[src/rtl/riscv_harness_pkg.sv]
// Shared types and constants for the RISC-V self-test harness.
package riscv_harness_pkg;

  localparam int XLEN_DEFAULT = 32;
  localparam int REG_AW       = 5;

  typedef enum logic [2:0] {
    IDLE,
    LOAD,
    RUN,
    DRAIN,
    CHECK,
    DONE
  } state_t;

endpackage

[src/rtl/riscv_selftest_harness_if.sv]
// Memory-side buses of the harness: program ROM, instruction-memory write port,
// register debug read port and expected-value ROM.
interface riscv_selftest_harness_if #(
  parameter int XLEN    = 32,
  parameter int IMEM_AW = 10
);
  logic [IMEM_AW-1:0] prog_addr;
  logic [XLEN-1:0]    prog_data;
  logic               imem_we;
  logic [IMEM_AW-1:0] imem_addr;
  logic [XLEN-1:0]    imem_wdata;
  logic [4:0]         dbg_reg_addr;
  logic [XLEN-1:0]    dbg_reg_data;
  logic [4:0]         exp_addr;
  logic [XLEN-1:0]    exp_data;

  modport master (
    output prog_addr, input prog_data,
    output imem_we, output imem_addr, output imem_wdata,
    output dbg_reg_addr, input dbg_reg_data,
    output exp_addr, input exp_data
  );

  modport slave (
    input prog_addr, output prog_data,
    input imem_we, input imem_addr, input imem_wdata,
    input dbg_reg_addr, output dbg_reg_data,
    input exp_addr, output exp_data
  );
endinterface

[src/rtl/riscv_selftest_harness_checker.sv]
// Register-compare engine: walks x0..x(CHECK_REGS-1) while check_en is high and
// counts mismatches. RISCV_HARNESS_FAIL_CAPTURE_EN adds first-mismatch capture.
module harness_checker
  import riscv_harness_pkg::*;
#(
  parameter int XLEN       = XLEN_DEFAULT,
  parameter int CHECK_REGS = 14,
  localparam int FCW       = $clog2(CHECK_REGS + 1)
) (
  input  logic              clk,
  input  logic              rst_n,
  input  logic              clear,
  input  logic              check_en,
  input  logic [XLEN-1:0]   act_data,
  input  logic [XLEN-1:0]   exp_data,
  output logic [REG_AW-1:0] idx,
  output logic              check_last,
  output logic [FCW-1:0]    fail_count
`ifdef RISCV_HARNESS_FAIL_CAPTURE_EN
  ,
  output logic [REG_AW-1:0] fail_idx,
  output logic [XLEN-1:0]   fail_value
`endif
);

  logic [REG_AW-1:0] idx_q, idx_d;
  logic [FCW-1:0]    fail_count_q, fail_count_d;
  logic              mismatch;

  assign mismatch   = (act_data != exp_data);
  assign check_last = (idx_q == REG_AW'(CHECK_REGS - 1));
  assign idx        = idx_q;
  assign fail_count = fail_count_q;

  always_comb begin
    idx_d        = idx_q;
    fail_count_d = fail_count_q;
    if (clear) begin
      idx_d        = '0;
      fail_count_d = '0;
    end else if (check_en) begin
      // Index parks on the last register rather than wrapping.
      if (!check_last) idx_d = idx_q + REG_AW'(1);
      if (mismatch && (fail_count_q != FCW'(CHECK_REGS)))
        fail_count_d = fail_count_q + FCW'(1);
    end
  end

  always_ff @(posedge clk or negedge rst_n) begin
    if (!rst_n) begin
      idx_q        <= '0;
      fail_count_q <= '0;
    end else begin
      idx_q        <= idx_d;
      fail_count_q <= fail_count_d;
    end
  end

`ifdef RISCV_HARNESS_FAIL_CAPTURE_EN
  logic [REG_AW-1:0] fail_idx_q, fail_idx_d;
  logic [XLEN-1:0]   fail_value_q, fail_value_d;

  always_comb begin
    fail_idx_d   = fail_idx_q;
    fail_value_d = fail_value_q;
    if (clear) begin
      fail_idx_d   = '0;
      fail_value_d = '0;
    end else if (check_en && mismatch && (fail_count_q == '0)) begin
      fail_idx_d   = idx_q;
      fail_value_d = act_data;
    end
  end

  always_ff @(posedge clk or negedge rst_n) begin
    if (!rst_n) begin
      fail_idx_q   <= '0;
      fail_value_q <= '0;
    end else begin
      fail_idx_q   <= fail_idx_d;
      fail_value_q <= fail_value_d;
    end
  end

  assign fail_idx   = fail_idx_q;
  assign fail_value = fail_value_q;
`endif

endmodule

[src/rtl/riscv_selftest_harness.sv]
// Self-test sequencer: load program, run core to halt/timeout, drain, check registers.
// Optional first-mismatch capture ports: define RISCV_HARNESS_FAIL_CAPTURE_EN.
module riscv_selftest_harness
  import riscv_harness_pkg::*;
#(
  parameter int XLEN         = XLEN_DEFAULT,
  parameter int PROG_WORDS   = 16,
  parameter int IMEM_AW      = 10,
  parameter int CHECK_REGS   = 14,
  parameter int TIMEOUT      = 100,
  parameter int DRAIN_CYCLES = 5,
  parameter int REQUIRE_HALT = 0,
  localparam int FCW         = $clog2(CHECK_REGS + 1),
  localparam int CCW         = $clog2(TIMEOUT + 1)
) (
  input  logic                       clk,
  input  logic                       rst_n,
  input  logic                       start,
  riscv_selftest_harness_if.master   bus,
  output logic                       core_rst_n,
  output logic                       core_freeze,
  input  logic                       core_halted,
  output logic                       done,
  output logic                       pass,
  output logic                       timed_out,
  output logic [FCW-1:0]             fail_count,
  output logic [CCW-1:0]             cycle_count
`ifdef RISCV_HARNESS_FAIL_CAPTURE_EN
  ,
  output logic [REG_AW-1:0]          fail_idx,
  output logic [XLEN-1:0]            fail_value
`endif
);

  localparam int DW = (DRAIN_CYCLES > 1) ? $clog2(DRAIN_CYCLES) : 1;

  state_t             state_q, state_d;
  logic [IMEM_AW-1:0] load_idx_q, load_idx_d;
  logic [CCW-1:0]     cycle_count_q, cycle_count_d;
  logic               timed_out_q, timed_out_d;
  logic [DW-1:0]      drain_cnt_q, drain_cnt_d;
  logic               results_clr;
  logic               check_en;
  logic               check_last;
  logic [REG_AW-1:0]  chk_idx;

  always_comb begin
    state_d       = state_q;
    load_idx_d    = load_idx_q;
    cycle_count_d = cycle_count_q;
    timed_out_d   = timed_out_q;
    drain_cnt_d   = drain_cnt_q;
    results_clr   = 1'b0;
    check_en      = 1'b0;
    case (state_q)
      IDLE, DONE: begin
        if (start) begin
          results_clr   = 1'b1;
          load_idx_d    = '0;
          cycle_count_d = '0;
          timed_out_d   = 1'b0;
          state_d       = LOAD;
        end
      end
      LOAD: begin
        if (load_idx_q == IMEM_AW'(PROG_WORDS - 1)) state_d = RUN;
        else load_idx_d = load_idx_q + IMEM_AW'(1);
      end
      RUN: begin
        cycle_count_d = cycle_count_q + CCW'(1);
        // Halt takes priority over a timeout landing on the same cycle.
        if (core_halted) begin
          drain_cnt_d = '0;
          state_d     = (DRAIN_CYCLES == 0) ? CHECK : DRAIN;
        end else if (cycle_count_d == CCW'(TIMEOUT)) begin
          timed_out_d = 1'b1;
          state_d     = CHECK;
        end
      end
      DRAIN: begin
        if (drain_cnt_q == DW'(DRAIN_CYCLES - 1)) state_d = CHECK;
        else drain_cnt_d = drain_cnt_q + DW'(1);
      end
      CHECK: begin
        check_en = 1'b1;
        if (check_last) state_d = DONE;
      end
      default: state_d = IDLE;
    endcase
  end

  always_ff @(posedge clk or negedge rst_n) begin
    if (!rst_n) begin
      state_q       <= IDLE;
      load_idx_q    <= '0;
      cycle_count_q <= '0;
      timed_out_q   <= 1'b0;
      drain_cnt_q   <= '0;
    end else begin
      state_q       <= state_d;
      load_idx_q    <= load_idx_d;
      cycle_count_q <= cycle_count_d;
      timed_out_q   <= timed_out_d;
      drain_cnt_q   <= drain_cnt_d;
    end
  end

  harness_checker #(
    .XLEN       (XLEN),
    .CHECK_REGS (CHECK_REGS)
  ) u_checker (
    .clk        (clk),
    .rst_n      (rst_n),
    .clear      (results_clr),
    .check_en   (check_en),
    .act_data   (bus.dbg_reg_data),
    .exp_data   (bus.exp_data),
    .idx        (chk_idx),
    .check_last (check_last),
    .fail_count (fail_count)
`ifdef RISCV_HARNESS_FAIL_CAPTURE_EN
    ,
    .fail_idx   (fail_idx),
    .fail_value (fail_value)
`endif
  );

  assign bus.prog_addr    = load_idx_q;
  assign bus.imem_addr    = load_idx_q;
  assign bus.imem_we      = (state_q == LOAD);
  assign bus.imem_wdata   = bus.prog_data;
  assign bus.dbg_reg_addr = chk_idx;
  assign bus.exp_addr     = chk_idx;

  // Core stays out of reset from RUN onward so CHECK sees the retired state.
  assign core_rst_n  = (state_q != IDLE) && (state_q != LOAD);
  assign core_freeze = (state_q != RUN) && (state_q != DRAIN);

  assign done        = (state_q == DONE);
  assign pass        = done && (fail_count == '0) && !((REQUIRE_HALT != 0) && timed_out_q);
  assign timed_out   = timed_out_q;
  assign cycle_count = cycle_count_q;

endmodule

[src/flat_wrapper.sv]
// flat-port wrapper written by rule: the top's interface ports become plain ports
module riscv_selftest_harness_flat import riscv_harness_pkg::*;
#(
  parameter int XLEN         = XLEN_DEFAULT,
  parameter int PROG_WORDS   = 16,
  parameter int IMEM_AW      = 10,
  parameter int CHECK_REGS   = 14,
  parameter int TIMEOUT      = 100,
  parameter int DRAIN_CYCLES = 5,
  parameter int REQUIRE_HALT = 0,
  localparam int FCW         = $clog2(CHECK_REGS + 1),
  localparam int CCW         = $clog2(TIMEOUT + 1)
)
  (clk, rst_n, start, core_rst_n, core_freeze, core_halted, done, pass, timed_out, fail_count, cycle_count, bus_prog_addr, bus_prog_data, bus_imem_we, bus_imem_addr, bus_imem_wdata, bus_dbg_reg_addr, bus_dbg_reg_data, bus_exp_addr, bus_exp_data);
  riscv_selftest_harness_if #(.XLEN(XLEN), .IMEM_AW(IMEM_AW)) bus_i ();
  input  logic clk;
  input  logic rst_n;
  input  logic start;
  output logic core_rst_n;
  output logic core_freeze;
  input  logic core_halted;
  output logic done;
  output logic pass;
  output logic timed_out;
  output logic [FCW-1:0] fail_count;
  output logic [CCW-1:0] cycle_count;
  output wire logic [$bits(bus_i.prog_addr)-1:0] bus_prog_addr;
  input wire logic [$bits(bus_i.prog_data)-1:0] bus_prog_data;
  output wire logic [$bits(bus_i.imem_we)-1:0] bus_imem_we;
  output wire logic [$bits(bus_i.imem_addr)-1:0] bus_imem_addr;
  output wire logic [$bits(bus_i.imem_wdata)-1:0] bus_imem_wdata;
  output wire logic [$bits(bus_i.dbg_reg_addr)-1:0] bus_dbg_reg_addr;
  input wire logic [$bits(bus_i.dbg_reg_data)-1:0] bus_dbg_reg_data;
  output wire logic [$bits(bus_i.exp_addr)-1:0] bus_exp_addr;
  input wire logic [$bits(bus_i.exp_data)-1:0] bus_exp_data;
  assign bus_prog_addr = bus_i.prog_addr;
  assign bus_i.prog_data = bus_prog_data;
  assign bus_imem_we = bus_i.imem_we;
  assign bus_imem_addr = bus_i.imem_addr;
  assign bus_imem_wdata = bus_i.imem_wdata;
  assign bus_dbg_reg_addr = bus_i.dbg_reg_addr;
  assign bus_i.dbg_reg_data = bus_dbg_reg_data;
  assign bus_exp_addr = bus_i.exp_addr;
  assign bus_i.exp_data = bus_exp_data;
  riscv_selftest_harness #(.XLEN(XLEN), .PROG_WORDS(PROG_WORDS), .IMEM_AW(IMEM_AW), .CHECK_REGS(CHECK_REGS), .TIMEOUT(TIMEOUT), .DRAIN_CYCLES(DRAIN_CYCLES), .REQUIRE_HALT(REQUIRE_HALT)) u_core (.clk(clk), .rst_n(rst_n), .start(start), .bus(bus_i), .core_rst_n(core_rst_n), .core_freeze(core_freeze), .core_halted(core_halted), .done(done), .pass(pass), .timed_out(timed_out), .fail_count(fail_count), .cycle_count(cycle_count));
endmodule
[config.mk]
export PLATFORM = sky130hd
export DESIGN_NAME = riscv_selftest_harness_flat
export DESIGN_NICKNAME = d
export VERILOG_FILES = /design/src/rtl/riscv_harness_pkg.sv /design/src/rtl/riscv_selftest_harness_if.sv /design/src/rtl/riscv_selftest_harness_checker.sv /design/src/rtl/riscv_selftest_harness.sv /design/src/flat_wrapper.sv
export SDC_FILE = /design/constraint.sdc
export NUM_CORES = 1
export LEC_CHECK = 0
export CORE_MARGIN = 4
export CORE_UTILIZATION = 36
export CTS_BUF_LIST = sky130_fd_sc_hd__clkbuf_16
export DETAILED_ROUTE_END_ITERATION = 7
export GPL_TIMING_DRIVEN = 1
export PLACE_DENSITY = 0.82
export SLEW_MARGIN = 20
export SYNTH_ARGS = -nofsm -noshare
export SYNTH_HDL_FRONTEND = slang
export SYNTH_HIERARCHICAL = 1
export SYNTH_SLANG_ARGS = --single-unit
[constraint.sdc]
create_clock -name clk -period 2.4 [get_ports clk]
set_input_delay 0.48 -clock clk [delete_from_list [all_inputs] [get_ports clk]]
set_output_delay 0.48 -clock clk [all_outputs]
set_load 0.05 [all_outputs]
# == Word-level counts from Yosys, hierarchy flattened ==
# Cells that the tools add are included.
# classes
add_sub_neg,5
n_eq_ne,25
muxes,28
n_reduce_logical,20
# op_table
operator,count
!= test 32 bit,1
2-to-1 mux 3 bit,8
2-to-1 mux 10 bit,2
one-hot mux 10 bit (2 select lines),1
2-to-1 mux 5 bit,3
one-hot mux 3 bit (5 select lines),1
one-hot mux 7 bit (2 select lines),1
2-to-1 mux 4 bit,3
adder 10 x 1 -> 10 bit (second input constant),1
equality test 10 x 4 -> 1 bit (second input constant),1
!= test 2 x 1 -> 1 bit (second input constant),5
!= test 2 bit (second input constant),5
nonzero test 2 bit,5
equality test 3 bit (second input constant),3
!= test 3 x 2 -> 1 bit (second input constant),3
adder 7 x 1 -> 7 bit (second input constant),1
equality test 7 bit (second input constant),1
2-to-1 mux 7 bit,1
equality test 3 x 2 -> 1 bit (second input constant),2
2-to-1 mux 1 bit,6
one-hot mux 3 bit (2 select lines),1
AND reduction 2 bit,3
AND reduction 3 bit,2
adder 5 x 1 -> 5 bit (second input constant),1
other kinds (14),17
# word_totals
register_bits,33
input_bits,100
output_inout_bits,79
elab_cells,85

# == Longest topological paths before layout ==
# Gate-level depths: netlist of the first run.
# depth
ltp_word,5
ltp_mapped,7
mapped_depth_nobuf,7

# == By module ==
# Netlist of the first run, hierarchy kept.
# modules_own_cells
mod,n_inst,cells_per_inst,area_per_inst_um2,seq_area_each_um2
riscv_selftest_harness,1,200,1734.2,600.6
harness_checker,1,92,853.3,225.2

# == Worst setup path before layout of the first run ==
# OpenSTA, ideal clock, no wires.
# synth_path
kind,register -> output
startpoint,register u_core.state_q[1]
endpoint,output port pass
arrival_ns,1.610
t_required_ns,1.920
path_slack_ns,0.310
path_stages_with_launch,5
path_buffers,1
path_cell_list,dfrtp_1 > buf_2 > inv_1 > and3_1 > and2_1
# synth_via
elab_chain_cells,2
# synth_rtl
item,line,text
start: declaration,riscv_selftest_harness.sv:37,"state_t state_q, state_d;"
start signal: assignment,riscv_selftest_harness.sv:100,state_q <= state_d;
equality test 3 bit,riscv_selftest_harness.sv:139,assign done = (state_q == DONE);
via done,flat_wrapper.sv:22,output logic done;
logical AND 1 bit,riscv_selftest_harness.sv:140,assign pass = done && (fail_count == '0) && !((REQUIRE_HALT != 0) && timed_out_q);
end: declaration,flat_wrapper.sv:23,output logic pass;
# The timed path passes the listed nets, and every way through them passes these cells.

# == Worst setup path in the final report of the first run ==
# layout_path
startpoint,register u_core.state_q[2]
endpoint,output port core_rst_n
# layout_via
elab_chain_cells,2
word_cells_on_any_way,3
cone_classes,1 x eq/ne; 2 x reduce/logical
# layout_rtl
item,line,text
!= test 3 x 1 -> 1 bit or nonzero test 3 bit (tied branches),riscv_selftest_harness.sv:136,assign core_rst_n = (state_q != IDLE) && (state_q != LOAD);
logical AND 1 bit *,riscv_selftest_harness.sv:136,
end: declaration,flat_wrapper.sv:19,output logic core_rst_n;
# Mark *: on every way between the ends. The rest lies on a longest branch, timed or not.

==> reports/summary.txt, run 1 <==
# rows: 30
RSZ-0062 raised after global routing: no
DR DRC count: 0
Setup crit start kind: flop
Total chip power: 3.50 mW
Clk_lat worst skew: 0.27 ns
CP Capture Type: output port
Die height: 92.8 um
GR Util All Layers: 0.152
Avg Inst Size Synth: 8.86 um2
Vias in the first global route: 2396
Multi-input gate area: 1340 um2
TritonCTS buffer count: 5
H-tree depth: 2
Slew @ Worst Pin: 0.711 ns
Area Overhead vs Synth: 42.4%
Buffer count from post-CTS setup fixing: 0
Slew Limit Fails: 0
Synthesis Warnings: 6
Sequential-to-total area share from yosys stat: 0.319
Final Hold Viols: 0
Hold-fix buffers, CTS: 0
Setup TNS: 0 ns
VDD IR-drop max: 413 uV
Worst Skew: 0.00492 ns
Grt total ovfl: 0
Starting density of the core: 0.375
IO Port Bufs: 114
Critical Path RT: 1.92 ns
Slew headroom: 0.525
I/O pins: 179
Period Utilization, post-route: 0.968
Top FF cell, synth: dfrtp_1
Final min period: 2.32 ns
Outcome: complete, no violations
Fin util: 0.533
Clock Path Buffers: 2
Async SR Flop Fraction: 1.00
Post-Syn Instances: 292
Post-DRT Antenna Nets: 0
Vias/cell: 4.98
Nets: 475
Die Area: 8610 um2
Synth Cell Area: 2590 um2
FF+latch count, synth: 33
# clock sinks: 33
Final Wtd Congestion: 0.804
Final WL: 6.48 mm
Core area: 6910 um2
Critical path peak fanout: 12
Highest clock rate: 430 MHz
Ant diodes: 0
Die boundary width: 92.8 um
Clock-pin slew on the worst setup and hold paths: 0.05 ns
Setup violators final: 0
Area after DPL: 3520 um2
CTS tree: built
Largest net degree at the start of global routing: 34
First-pass GRT wire length: 10.7 mm
MaxCap Viol Count: 0
Design area: 3680 um2
Post_cts resized: 0
Vias: 2309
Starting DRC count in detailed routing: 97
EDFF count, synth: 0
HPWL after detailed placement: 5.21 mm
Crit path DAT: 1.84 ns
Initial antenna violation count: 0
Root Buffer: clkbuf_16
Critical setup path kind: flop to output port
LEAKAGE: 1.50 nW
Avg WL per Cell: 14.0 um
Pwr dens: 950 nW/um2
Register area: 826 um2
Layout cells sized above 1: 0.0625
Type of the most critical hold path: flop to flop
Fill cells: 657
Netlist cell types: 46
DR pass1 iterations: 4
Net Count, Synth: 400
-- synthesized netlist by cell type (all sizes together) (2+ instances only) --
| master | n | share of area |
|---|---|---|
| or3b | 2 | 0.0077 |
| a22o | 2 | 0.0068 |
| nand3 | 15 | 0.029 |
| nor2 | 20 | 0.029 |
| mux2 | 4 | 0.017 |
| nor3b | 2 | 0.0058 |
| buf | 50 | 0.14 |
| a211oi | 2 | 0.0058 |
| nor2b | 6 | 0.015 |
| nor3 | 2 | 0.0039 |
| nor4 | 4 | 0.015 |
| dfrtp | 33 | 0.32 |
| xnor2 | 37 | 0.13 |
| inv | 10 | 0.015 |
| clkbuf | 2 | 0.0029 |
| a31oi | 6 | 0.015 |
| o21ai | 15 | 0.029 |
| nand4 | 15 | 0.036 |
| ha | 8 | 0.039 |
| xor2 | 6 | 0.020 |
| nand2 | 20 | 0.029 |
| mux2i | 3 | 0.012 |
| a2111oi | 2 | 0.0068 |
| and3 | 3 | 0.0073 |
| a21oi | 6 | 0.012 |
-- path summary, 6_finish.rpt --
check,slack [ns],cells after the start,end,start
max,0.08,2,core_rst_n,u_core/state_q[2]
min,0.51,2,u_core/timed_out,u_core/timed_out
max reg2reg,0.19,5,u_core/u_checker/fail_count[1],u_core/state_q[2]
min reg2reg,0.51,2,u_core/timed_out,u_core/timed_out
max in group asynchronous,1.48,2,u_core/u_checker/fail_count[2],rst_n
min in group asynchronous,0.62,2,u_core/bus.imem_addr[8],rst_n
-- metrics by stage --
stage          instances  hold slack [ns]  setup slack, ns
3_3_place_gp         456            0.502            0.202
6_report             464            0.509           0.0771
3_5_place_dp         456            0.499            0.190
2_1_floorplan        292            0.184            0.310
5_1_grt              464            0.514           0.0208
4_1_cts              464            0.513           0.0738
-- power by group --
group	internal, mW	switching, mW	total (mW)	leakage (nW)
logic	0.756	1.15	1.91	0.976
registers	0.684	0.207	0.890	0.446
clock network	0.481	0.218	0.699	0.0826
total	1.92	1.58	3.50	1.50
-- cell type report --
type                            count  area share
Multi-Input combinational cell    196       0.364
Timing Repair Buffer              120       0.323
Sequential cell                    33       0.224
Clock buffer                        5      0.0340
Tap cell                           96      0.0326
Inverter                           11      0.0112
Clock inverter                      3      0.0102
-- metal layers --
| metal | GRT usage | vias to the layer above | wire (um) |
|---|---|---|---|
| met2 | 0.270 | 102 | 3360 |
| li1 | - | 1120 | - |
| met4 | 0.0720 | 0 | 157 |
| met5 | 0 | - | 0 |
| met3 | 0.0317 | 21 | 531 |
| met1 | 0.171 | 1066 | 2440 |
-- cell families (layout without fill, tap and decap cells) --
group | count (synthesis) | after routing | synth area share
mux | 7 | 7 | 0.0290
fa+ha+maj | 8 | 8 | 0.0387
xor+xnor | 43 | 43 | 0.146
compound gates | 41 | 41 | 0.105
buf+inv | 63 | 139 | 0.162
simple gates | 97 | 97 | 0.200
flops | 33 | 33 | 0.319
-- worst max-delay path, cell delays in order (launching register included) --
cell and delay [ns]:
dfrtp_1 0.52, or2_2 0.35, clkdlybuf4s50_1 0.70
-- state kept, by name, summed over array words and instances (netlist names) --
name                         cells
u_core/state_q                   3
u_core/timed_out                 1
u_core/bus.imem_addr            10
u_core/drain_cnt_q               3
u_core/u_checker/fail_count      4
u_core/u_checker/idx             5
u_core/cycle_count               7
-- cell usage in the layout (no fill, tap or decap), types with 2 or more instances in the layout --
master             n
a211oi_1           2
a31oi_1            6
a21oi_1            6
nor4_2             2
o21ai_0           15
nand3_1           15
nor2b_1            6
xnor2_1           37
nand2_1           20
clkbuf_16          5
mux2i_1            3
ha_1               8
clkinv_1           2
a22o_1             2
nor4_1             2
a2111oi_0          2
nand4_1           15
dfrtp_1           33
mux2_1             2
buf_4              8
nor3b_1            2
and3_1             3
xor2_1             6
nor2_1            20
mux2_2             2
clkdlybuf4s50_1  111
nor3_1             2
inv_1             11
(Power assumes the default switching activity.)
==> run 2, diff against run 1 <==
Settings changed: CORE_MARGIN 4 to unset, PLACE_DENSITY 0.82 to 0.83, REMOVE_ABC_BUFFERS set to 1, SYNTH_HIERARCHICAL 1 to unset.
==> reports/summary.txt, run 2 <==
Dpl cells: 447
Layout cells sized above 1: 0.0866
MaxCap Viol Count: 0
Nets: 467
Final WL: 7.21 mm
Final min period: 2.30 ns
Core area: 6830 um2
Synthesis Warnings: 0
Commonest non-fill, non-tap cell in the layout: clkdlybuf4s50_1
Worst Hold End: u_core.timed_out
Post-Syn Instances: 280
Vias/cell: 5.05
VDD IR-drop max: 575 uV
Worst-path cell chain: or2_2 -> clkdlybuf4s50_1
Sequential-to-total area share from yosys stat: 0.324
Area after DPL: 3500 um2
Most frequent cells in the layout: clkdlybuf4s50_1, xor2_1, dfrtp_1
Slew Limit Fails: 0
CP Capture Type: output port
Most frequent cell after synthesis: buf_4
Type of the most critical hold path: flop to flop
Synth area leaders: dfrtp_1, xor2_1, buf_4
Netlist cell types: 47
Hold Path Origin: u_core.timed_out
Layout Cells excl Fill: 454
Largest register FFs: 10
# rows: 30
IO Port Bufs: 114
Largest net degree at the start of global routing: 34
Design area: 3630 um2
# clock sinks: 33
TritonCTS buffer count: 5
Clk_lat worst skew: 0.28 ns
Starting DRC count in detailed routing: 110
Part of the power in registers: 0.263
Die height: 86.1 um
Hold depth: 2
Critical setup path kind: flop to output port
Setup violators final: 0
Slew headroom: 0.649
Avg Inst Size Synth: 9.09 um2
CTS tree: built
Vias: 2293
Number of cells on the worst reg-to-reg path: 5
Die boundary width: 86.1 um
Clock-pin slew on the worst setup and hold paths: 0.05 ns
Critical Path RT: 1.92 ns
Area leader, netlist: dfrtp_1
Clock Path Buffers: 2
DR DRC count: 0
First-pass GRT wire length: 11.2 mm
Hold-fix buffers, CTS: 0
Slew @ Worst Pin: 0.524 ns
Post-DRT Antenna Nets: 0
Pwr dens: 922 nW/um2
Outcome: complete, no violations
Root Buffer: clkbuf_16
Period Utilization, post-route: 0.957
Synth Cell Area: 2550 um2
Total chip power: 3.35 mW
Top FF cell, synth: dfrtp_1
Register-to-register setup slack: 0.41 ns
Top-area cell type share of the netlist area: 0.324
H-tree depth: 2
DR pass1 iterations: 4
Grt total ovfl: 0
Initial antenna violation count: 0
Area Overhead vs Synth: 42.7%
Setup crit start kind: flop
Die Area: 7410 um2
Internal power: 1.82 mW
Worst r2r src: u_core.state_q[2]
Critical path peak fanout: 14
Worst Skew: 0.00305 ns
FF+latch count, synth: 33
Slowest stage cell on the critical path: clkdlybuf4s50_1
CP peak stage delay: 0.70 ns
EDFF count, synth: 0
Final Hold Viols: 0
LEAKAGE: 1.54 nW
Comb pwr share: 0.560
Post-synth top cells: buf_4, xor2_1, dfrtp_1
Avg WL per Cell: 15.9 um
HPWL after detailed placement: 5.97 mm
Final Wtd Congestion: 0.826
Critical R2R Capture: u_core.state_q[0]
RSZ-0062 raised after global routing: no
I/O pins: 179
NetSw: 1.53 mW
Clk pwr share: 0.177
Switch share: 0.457
Ant diodes: 0
Vias in the first global route: 2219
Starting density of the core: 0.373
GR Util All Layers: 0.199
Buffer count from post-CTS setup fixing: 0
Highest clock rate: 435 MHz
Fill cells: 639
Post_cts resized: 0
Crit path DAT: 1.82 ns
Async SR Flop Fraction: 1.00
-- run 2: changes by cell type after synthesis, moves of 3 or more --
cell and delta:
xnor2_1 -36, o31ai_1 +3, nand3_1 -10, o21ai_0 -3, nand4_1 -7, xor2_1 +39
o211ai_1 +4, nor2_1 +11, nand2_1 -10, nor2b_1 -6, nor4_1 +7, a31oi_1 -4
-- run 2: metal layers --
layer / wire length [um] / GRT usage / vias to the layer above
met5: 48 / 0.0699 / -
met4: 88 / 0.0545 / 2
met3: 1080 / 0.137 / 13
met2: 3100 / 0.291 / 136
met1: 2890 / 0.231 / 1058
li1: - / - / 1084
-- run 2: how the worst max path moves through the flow --
stage	start	to	depth (start not counted)
final	u_core.state_q[2]	core_rst_n	2
after floorplan	u_core.bus.imem_addr[0]	u_core.bus.imem_addr[8]	6
after CTS	u_core.state_q[2]	core_rst_n	2
after detailed placement	bus_exp_data[25]	u_core.u_checker.fail_count[1]	6
after global routing	u_core.state_q[2]	core_rst_n	2
after global placement	bus_exp_data[31]	u_core.u_checker.fail_count[1]	6
-- run 2: kinds of logic (layout without fill, tap and decap cells) --
logic type / count (synthesis) / count (layout) / share of synthesized area
AOI/OAI and AO/OA: 41 / 41 / 0.112
xor gates and xnor gates: 46 / 46 / 0.158
adders and majority gates: 9 / 9 / 0.0442
buffers and inverters: 61 / 139 / 0.163
DFF: 33 / 33 / 0.324
muxes: 7 / 7 / 0.0290
and+or+nand+nor: 83 / 83 / 0.170
-- run 2: worst max-delay path, delay by kind of cell, from the launching register on --
kind	cells	cell delay, ns
simple gates	1	0.34
buf+inv	1	0.70
flops	1	0.50
-- run 2: cell type report --
type	count	area, um2	share of cell area
multi-input cells	186	1310	0.360
repair buffers	124	1220	0.335
flip-flops and latches	33	826	0.227
clock buffers	5	125	0.0344
well taps	96	120	0.0331
inverters	8	30.0	0.00826
clock inverters	2	7.51	0.00207
-- run 2: through the flow --
stage	setup WS (ns)	setup TNS (ns)	utilization	hold slack (ns)
CTS	0.0990	0	0.532	0.511
global route	0.0416	0	0.532	0.538
finish	0.103	0	0.532	0.515
global placement	0.0742	0	0.512	0.488
detailed placement	0.0418	0	0.512	0.500
floorplan	-0.0131	-0.0251	-	0.184
-- run 2: power by group through the flow --
stage	combinational [mW]	clock [mW]	sequential, mW
after CTS	1.89	0.606	0.876
after detailed placement	1.88	0	0.884
after global placement	1.84	0	0.875
after floorplan	0.766	0	1.26
after global routing	2.01	0.626	0.905
final	1.87	0.594	0.881
==> run 3, diff against run 2 <==
Settings changed: PLACE_DENSITY 0.83 to 0.92.
==> reports/summary.txt, run 3 (synthesis gave the netlist of run 2 again) <==
# rows: 30
Area after DPL: 3510 um2
Root Buffer: clkbuf_16
Grt total ovfl: 0
Largest register FFs: 10
Pwr dens: 929 nW/um2
Die Area: 7410 um2
Fill cells: 641
Largest net degree at the start of global routing: 34
Clock-pin slew on the worst setup and hold paths: 0.05 ns
Final Hold Viols: 0
WHS: 0.504 ns
Starting density of the core: 0.373
Area Overhead vs Synth: 43.2%
Design area: 3650 um2
Critical R2R Capture: u_core.state_q[0]
Starting DRC count in detailed routing: 126
Crit-path leading delay family: buffers and inverters
Type of the most critical hold path: flop to flop
Highest clock rate: 433 MHz
Vias: 2376
LEAKAGE: 1.56 nW
DR DRC count: 0
GR Util All Layers: 0.211
Clk_lat worst skew: 0.27 ns
HPWL after detailed placement: 6.13 mm
Slew @ Worst Pin: 0.562 ns
WP buf/inv: 1
Final worst slack: 0.0883 ns
Stages on worst setup path: 2
Ant diodes: 0
Period Utilization, post-route: 0.963
Pre-CTS setup slack: 0.0488 ns
Initial antenna violation count: 0
DR pass1 iterations: 4
Hold Path Origin: u_core.timed_out
H-tree depth: 2
I/O pins: 179
Critical path peak fanout: 14
Worst-path cell chain: or2_2 -> clkdlybuf4s50_1
Most frequent cells in the layout: clkdlybuf4s50_1, xor2_1, dfrtp_1
Worst Skew: 0.00327 ns
# clock sinks: 33
Layout cells sized above 1: 0.0944
MaxCap Viol Count: 0
Vias/cell: 5.21
Die height: 86.1 um
RSZ-0062 raised after global routing: no
Die boundary width: 86.1 um
Final min period: 2.31 ns
Final WL: 7.59 mm
Worst setup startpoint: u_core.state_q[2]
CP Capture Type: output port
Setup crit start kind: flop
Register-to-register setup slack: 0.28 ns
IO Port Bufs: 114
Buffer count from post-CTS setup fixing: 0
Post_cts resized: 0
VDD IR-drop max: 465 uV
Critical Path RT: 1.92 ns
Final Wtd Congestion: 0.870
CP peak stage delay: 0.70 ns
Nets: 468
Slew Limit Fails: 0
Setup violators final: 0
Clock Path Buffers: 2
Vias in the first global route: 2366
Hold-fix buffers, CTS: 0
TritonCTS buffer count: 5
Worst Hold End: u_core.timed_out
Slew headroom: 0.622
Worst r2r src: u_core.bus.imem_addr[6]
Commonest non-fill, non-tap cell in the layout: clkdlybuf4s50_1
Avg WL per Cell: 16.6 um
Outcome: complete, no violations
Number of cells on the worst reg-to-reg path: 4
Critical setup path kind: flop to output port
Hold depth: 2
CTS tree: built
Post-DRT Antenna Nets: 0
Slowest stage cell on the critical path: clkdlybuf4s50_1
Core area: 6830 um2
Total chip power: 3.39 mW
Crit path DAT: 1.83 ns
First-pass GRT wire length: 11.8 mm
-- run 3: how the worst max path moves through the flow --
stage,to,slack [ns]
detailed placement,u_core.u_checker.fail_count[1],0.05
floorplan,u_core.bus.imem_addr[8],-0.01
finish,core_rst_n,0.09
global route,core_rst_n,0.02
global placement,u_core.u_checker.fail_count[1],0.06
CTS,core_rst_n,0.09
-- run 3: cell type report --
| class | instances | area, um2 | share of cell area |
|---|---|---|---|
| sequential | 33 | 826 | 0.226 |
| multi-input combinational | 186 | 1310 | 0.358 |
| inverter | 8 | 30.0 | 0.00823 |
| clock buffer | 5 | 125 | 0.0343 |
| clock inverter | 3 | 13.8 | 0.00377 |
| timing repair buffer | 125 | 1230 | 0.336 |
| tap | 96 | 120 | 0.0329 |
-- run 3: metrics by stage --
stage          instances   util  setup TNS (ns)
3_3_place_gp         448  0.514               0
5_1_grt              456  0.534               0
4_1_cts              456  0.534               0
3_5_place_dp         448  0.514               0
6_report             456  0.534               0
2_1_floorplan        227      -         -0.0251
-- run 3: power by group --
part           total (mW)  switching [mW]  internal (mW)
combinational        1.91            1.14          0.767
clock               0.607           0.231          0.376
sequential          0.877           0.194          0.683
-- run 3: routing by layer --
metal / global-route usage / wire, um
met1: 0.225 / 2750
met2: 0.333 / 3630
met3: 0.127 / 1050
met4: 0.0803 / 107
met5: 0.0699 / 49
-- run 3: worst register-to-register path, cell delays in order, from the launching register on --
cell     delay, ns
dfrtp_1       0.45
nor4_1        0.56
a31oi_1       0.31
a311o_1       0.39
a221o_2       0.29
